## src/rtl/regfile_sb.sv

```systemverilog
// Register bank (2R/1W) with a per-register busy scoreboard; reads and busy lookups are combinational, writes/issues land at the edge.
// Never stalls: decode owns the stall decision using busy1/busy2/busy_rd.
module regfile_sb #(
    parameter int XLEN    = 32,
    parameter int NREGS   = 32,
    parameter int AW      = 5,
    parameter bit BYPASS  = 1'b1,
    parameter bit ZERO_X0 = 1'b1
) (
    input  logic            clk,
    input  logic            rst,
    input  logic            regWrite,
    input  logic [AW-1:0]   a1,
    input  logic [AW-1:0]   a2,
    input  logic [AW-1:0]   a3,
    input  logic [XLEN-1:0] wd3,
    output logic [XLEN-1:0] rd1,
    output logic [XLEN-1:0] rd2,
    input  logic            issue_valid,
    input  logic [AW-1:0]   issue_rd,
    output logic            busy1,
    output logic            busy2,
    output logic            busy_rd,
    output logic [AW:0]     busy_count
);

    // Storage spans the whole address space; entries at or above NREGS are never
    // written, so they stay constant zero and fall out in synthesis.
    localparam int DEPTH = 1 << AW;

    logic [XLEN-1:0]  r_mem [DEPTH];
    logic [DEPTH-1:0] r_busy;
    logic [AW:0]      r_busy_count;

    logic w_we;
    logic w_set;
    logic w_hit1;
    logic w_hit2;
    logic w_inc;
    logic w_dec;

    function automatic logic f_valid(input logic [AW-1:0] a);
        return {1'b0, a} < (AW+1)'(NREGS);
    endfunction

    function automatic logic f_live(input logic [AW-1:0] a);
        return f_valid(a) && !(ZERO_X0 && (a == '0));
    endfunction

    assign w_we   = regWrite && f_live(a3);
    assign w_set  = issue_valid && f_live(issue_rd);
    assign w_hit1 = BYPASS && w_we && (a3 == a1);
    assign w_hit2 = BYPASS && w_we && (a3 == a2);

    // A same-register issue+writeback keeps the bit set, so it is not a decrement.
    assign w_inc = w_set && !r_busy[issue_rd];
    assign w_dec = w_we && r_busy[a3] && !(w_set && (issue_rd == a3));

    always_comb begin
        rd1 = '0;
        rd2 = '0;
        if (f_live(a1)) begin
            rd1 = w_hit1 ? wd3 : r_mem[a1];
        end
        if (f_live(a2)) begin
            rd2 = w_hit2 ? wd3 : r_mem[a2];
        end
    end

    assign busy1      = f_valid(a1) && r_busy[a1] && !w_hit1;
    assign busy2      = f_valid(a2) && r_busy[a2] && !w_hit2;
    assign busy_rd    = f_valid(issue_rd) && r_busy[issue_rd];
    assign busy_count = r_busy_count;

    always_ff @(posedge clk) begin
        if (rst) begin
            for (int i = 0; i < DEPTH; i++) begin
                r_mem[i] <= '0;
            end
            r_busy       <= '0;
            r_busy_count <= '0;
        end else begin
            if (w_we) begin
                r_mem[a3]  <= wd3;
                r_busy[a3] <= 1'b0;
            end
            // Placed after the clear so a same-register issue wins.
            if (w_set) begin
                r_busy[issue_rd] <= 1'b1;
            end
            if (w_inc && !w_dec) begin
                r_busy_count <= r_busy_count + (AW+1)'(1);
            end else if (w_dec && !w_inc) begin
                r_busy_count <= r_busy_count - (AW+1)'(1);
            end
        end
    end

endmodule
```

## config.mk

```make
export PLATFORM = sky130hd
export DESIGN_NAME = regfile_sb
export DESIGN_NICKNAME = d
export VERILOG_FILES = /design/src/rtl/regfile_sb.sv
export SDC_FILE = /design/constraint.sdc
export NUM_CORES = 2
export LEC_CHECK = 0
export BUFFER_PORTS_ARGS = -buffer_cell sky130_fd_sc_hd__buf_2
export CORE_ASPECT_RATIO = 1.2
export CORE_MARGIN = 2
export CORE_UTILIZATION = 25
export DETAILED_ROUTE_END_ITERATION = 10
export HOLD_SLACK_MARGIN = 0.15
export PLACE_DENSITY = 0.49
export SLEW_MARGIN = 10
export SYNTH_ARGS = -nofsm -noshare
export SYNTH_HDL_FRONTEND = slang
export SYNTH_SLANG_ARGS = --single-unit
```

## constraint.sdc

```tcl
create_clock -name clk -period 6.5 [get_ports clk]
set_input_delay 1.3 -clock clk [delete_from_list [all_inputs] [get_ports clk]]
set_output_delay 1.3 -clock clk [all_outputs]
set_load 0.03 [all_outputs]
```

Word-level counts from Yosys, hierarchy flattened. Memories as Yosys holds them, arrays and structs flattened. Cells that the tools add are included.

Add/subtract/negate cells: 2. Magnitude comparators: 6. Eq/ne operators: 3. Muxes and demuxes: 29. Bitwise logic cells: 3. Reduce and logical (&&, ||, !) cells: 28.

Operators with widths (count): 32-bit two-way mux (8); 32-bit bitwise AND (1); 32-bit inverter (1); 32-bit bitwise OR (1); 32-bit OR reduction (1); 5-bit by 6-bit < comparator with 1-bit output, second input constant (4); 1-bit binary-select mux with 5-bit select (4); 5-bit zero test (4); 5-bit == test (3); 1-bit logical AND (14); 1-bit two-way mux (12); 6-bit two-way mux (2); 1-bit demux with 5-bit select (2); 5-bit by 1-bit greater-or-equal comparator with 1-bit output, second input constant (2); 1-bit zero test (8); 6-bit by 1-bit adder with 6-bit output, second input constant (1); 6-bit by 1-bit subtractor with 6-bit output, second input constant (1); 5-bit two-way mux (1); 2-bit nonzero test (1).

Register bits: 38. Bits in writable memories: 1024. Input bits: 56. Output and inout port bits: 73. Logic and storage cells: 74. Memories: 1.

Memory list: r_mem (words 32, bits a word 32, read ports 2, clocked after Yosys merged registers in 0, wr ports 32, RTL line 31) `logic [XLEN-1:0] r_mem [DEPTH];`.

Logic depth before layout (Yosys ltp).
Word-level depth: 10. Mapped depth: 14. Depth with buffers taken out: 13.

Worst setup path after synthesis. No wires, ideal clock.

Kind: input-to-reg. From: input issue_rd[0]. To: register r_busy_count[5] (netlist: busy_count[5]). Data arrival time: 4.599 ns. Data required time: 6.379 ns. Setup slack: 1.780 ns. Stages on the path: 13. Path through: buf_2 mux4_2 mux4_2 mux2_2 nor2_1 ha_1 inv_1 ha_1 a21o_1 a21o_1 a211o_1 o211ai_1 mux2_2.

RTL lines: start, declared (RTL line 20) `input logic [AW-1:0] issue_rd,`; 1-bit binary-select mux with 5-bit select *; 1-bit two-way mux *; named net busy_rd (RTL line 23) `output logic busy_rd,`; 1-bit zero test * (RTL line 56) `assign w_inc = w_set && !r_busy[issue_rd];`; 1-bit logical AND * (RTL line 56); 1-bit zero test (RTL line 93) `end else if (w_dec && !w_inc) begin`; 1-bit logical AND (RTL line 93); 2-bit nonzero test (no line); end signal, assigned (RTL line 92) `r_busy_count <= r_busy_count + (AW+1)'(1);`; end signal, assigned (RTL line 94) `r_busy_count <= r_busy_count - (AW+1)'(1);`; end, declared (RTL line 33) `logic [AW:0] r_busy_count;`.

Mark *: on every way through the listed nets, which the timed path passes. The rest lies on a longest branch. The select of a mux whose other input is x is not followed. A chain may end at the register's enable or synchronous reset.

Final worst setup path.
From: input a2[3]. To: output rd2[18].

Longest elaborated chain between the ends: 4.

RTL lines: start, declared (RTL line 14) `input logic [AW-1:0] a2,`; parallel branches: the longest is 3 deep, another holds memory 32 x 32 bit; 32-bit two-way mux * (RTL line 65) `if (f_live(a2)) begin`; end, declared (RTL line 18) `output logic [XLEN-1:0] rd2,`.

Mark *: on every way between the ends.

==> impl_summary.log <==
INFO  metric final_setup_viols = 0
INFO  metric synth_cells = 3992
INFO  metric cts.htree.levels = 3
INFO  metric post_drt_via_cell_ratio = 5.35
INFO  metric cts_hold_repair.buffers = 0
INFO  metric hold_ws = 0.514 ns
INFO  metric max_slew.worst_pin.slew = 1.46 ns
INFO  metric die_x = 445 um
INFO  metric hold_viol_final = 0
INFO  metric finalCoreUtilization = 0.286
INFO  metric synth_sequential_area_ratio = 0.541
INFO  metric power.total = 17.0 mW
INFO  metric gp_routability_congestion = 0.846
INFO  metric clock_tree.root_cell = clkbuf_16
INFO  metric worstReg2RegEnd = busy_count[5]$_SDFFE_PP0P_
INFO  metric ctsLongestPathBuffers = 3
INFO  metric min-delay-start = r_busy[7]$_SDFF_PP0_
INFO  metric firstDrtPassIters = 5
INFO  metric ir_worst_vdd = 0.238 mV
INFO  metric post_cts.repair.setup_buffers = 0
INFO  metric route.layer.met1.wl = 93800 um
INFO  metric yosysWarningCount = 0
INFO  metric async_reset_ff_frac = 0
INFO  metric power.net_switching = 4.70 mW
INFO  metric ctsResizeCount = 0
INFO  metric placement_rows = 194
INFO  metric synth_seq_cells = 1062
INFO  metric antenna_violating_nets_post_route = 0
INFO  metric outcome = finished, violations left
INFO  metric timing.final.max_slew_violations = 0
INFO  metric layout_common_cells = 1024 x edfxtp_1, 995 x and2_1, 519 x mux4_2
INFO  metric synthesis.area = 0.0582 mm2
INFO  metric endpoint_kind = output port
INFO  metric worstSetupStartpointType = input port
INFO  metric worst_hold_path.endpoint = r_busy[7]$_SDFF_PP0_
INFO  metric criticalPathCategory = input port to output port
INFO  metric wl_per_cell = 34.6 um
INFO  metric gr-usage-all-layers = 0.205
INFO  metric port-buffer-count = 128
INFO  metric design.final.nets = 4082
INFO  metric initial_utilization = 0.251
INFO  metric whs_path_depth = 2
INFO  metric power.static_leakage = 22.6 nW
INFO  metric synth_flop_cell = edfxtp_1
INFO  metric final.period_utilization = 0.980
INFO  metric synth_cell_type_count = 62
INFO  metric combPwrFrac = 0.147
INFO  metric drt_first_iter_violations = 4752
INFO  metric startpoint_of_the_worst_slack_reg_to_reg_timing_path = r_busy[23]$_SDFF_PP0_
INFO  metric timing.critical_path.required = 5.20 ns
INFO  metric boundaryPins = 129
INFO  metric postLayoutSetupSlackWorst = 0.133 ns
INFO  metric grt_pass1_vias = 38.7k
INFO  metric reg2reg_depth = 12
INFO  metric total_length_of_routed_met2_wires = 122000 um
INFO  metric critPathMaxFanout = 18
INFO  metric dr.max_layer_used = met5
INFO  metric power_density = 256 mW/mm2
INFO  metric sw_ratio = 0.277
INFO  metric slew_headroom = 0.0220
INFO  metric finalClockSkew = 0.0302 ns
INFO  metric violations = max-capacitance violations
INFO  metric worst_hold_path_type = flop to flop
INFO  metric max_cap_violations = 1
INFO  metric internal-power = 12.3 mW
INFO  metric fillCellCount = 23.1k
INFO  metric grt_antenna_before_repair = 47
INFO  metric totalWireLength = 248000 um
INFO  metric maxClockFrequency = 157 MHz
INFO  metric design.die.area = 0.237 mm2
INFO  metric commonest_non_fill_non_tap_cell_in_the_layout = edfxtp_1
INFO  metric synthesis.area_per_instance = 14.6 um2
INFO  metric clk_lat_worst_skew = 0.79 ns
INFO  metric ff2ff_setup_slack = 2.74 ns
INFO  metric grt_setup_unrepaired = false
INFO  metric fp.coreArea = 0.232 mm2
INFO  metric floorplan.die.height = 533 um
INFO  metric tritoncts_sinks = 1062
INFO  metric worstPathArrival = 5.07 ns
INFO  metric area_growth = 14.0%
INFO  metric globalRouteOverflowTotal = 0
INFO  metric clock_power_share = 0.377
INFO  metric number_of_synthesized_flops_with_an_enable_pin = 1024
INFO  metric route.detailed.drc = 0
INFO  metric tritoncts_clock_tree = done
INFO  metric route.vias.total = 38.3k
INFO  metric sequential_group_share_of_total_power = 0.476
INFO  metric grt_max_degree = 63
INFO  metric clock_transition_at_the_register_clock_pins_on_the_worst_setup_and_hold_paths_after_cts = 0.06 ns
INFO  metric tritoncts.num_buffers = 108
INFO  metric post-place-ws = 0.343 ns
INFO  metric place_hpwl = 150000 um
INFO  metric drive_gt1_frac = 0.263
INFO  metric tns = 0 ns
INFO  metric routed_wire_length_on_met3 = 18500 um
INFO  metric grt_first_pass_wirelength = 335000 um
INFO  metric finalWorstPathRequiredPeriod = 6.37 ns
-- per-layer routing --
layer,vias to the layer above,global-route usage
met1,20300,0.252
li1,15400,-
met5,-,0.00183
met2,2073,0.346
met4,12,0.108
met3,537,0.0319
-- per-stage QoR --
| step | std cells | cell area [um2] |
|---|---|---|
| floorplan | 4023 | 58400 |
| global placement | 6948 | 62900 |
| detailed placement | 6948 | 62900 |
| CTS | 7143 | 66300 |
| global route | 7150 | 66300 |
| finish | 7162 | 66400 |
-- cells by family after synthesis --
kind of cell	after synthesis	synth area share
xor gates and xnor gates	19	0.00286
DFF	1062	0.541
other	1	0.0000644
and+or+nand+nor	1333	0.134
buffers and inverters	456	0.0348
AOI/OAI and AO/OA	367	0.0457
adders and majority gates	6	0.00142
muxes	748	0.240
-- worst max path at each step --
stage	from	end	slack (ns)	cells after the start
floorplan	issue_rd[0]	busy_count[5]$_SDFFE_PP0P_	1.78	13
global placement	a2[1]	rd2[18]	0.30	9
detailed placement	a2[1]	rd2[18]	0.34	9
CTS	a2[1]	rd2[18]	0.34	9
global route	a2[0]	rd2[18]	0.31	10
finish	a2[3]	rd2[18]	0.13	7
-- sequential cells by signal (all words and copies together), names as in the netlist --
| register | cells |
|---|---|
| busy_count | 6 |
| r_mem | 1024 |
| r_busy | 32 |
-- synthesized netlist by cell type, drive strengths merged, types with 30 or more instances --
cell	number	share of area
inv	38	0.0024
buf	135	0.014
a21o	41	0.0053
nand2	138	0.0089
and2	997	0.11
nand3	36	0.0031
a221oi	39	0.0059
dfxtp	38	0.013
clkbuf	283	0.018
mux4	519	0.20
a221o	33	0.0057
nor2	81	0.0052
a21oi	37	0.0032
edfxtp	1024	0.53
mux2i	220	0.038
o21ai	73	0.0063
o22ai	30	0.0032
-- power by group through the flow --
| stage | combinational [mW] | sequential [mW] | clock (mW) |
|---|---|---|---|
| global route | 2.58 | 8.12 | 6.68 |
| floorplan | 1.49 | 8.16 | 0 |
| detailed placement | 2.50 | 8.22 | 0 |
| global placement | 2.49 | 8.20 | 0 |
| CTS | 2.50 | 8.07 | 6.46 |
| finish | 2.50 | 8.08 | 6.39 |
-- final cells by class --
class                      instances  area [um2]  share of cell area
multi-input combinational       2505       25200               0.379
antenna                           19        47.5            0.000716
sequential                      1062       31500               0.475
clock buffer                     133        2830              0.0426
timing repair buffer             305        2240              0.0338
inverter                          38         145             0.00219
clock inverter                    62         613             0.00924
tap                             3038        3800              0.0573
-- critical path: stages --
cell and delay (ns):
buf_2 0.74, nand2_1 0.69, o22ai_1 0.46, a31oi_1 0.09, a211oi_1 1.21, buf_4 0.29
buf_2 0.20
(Power assumes the default switching activity.)
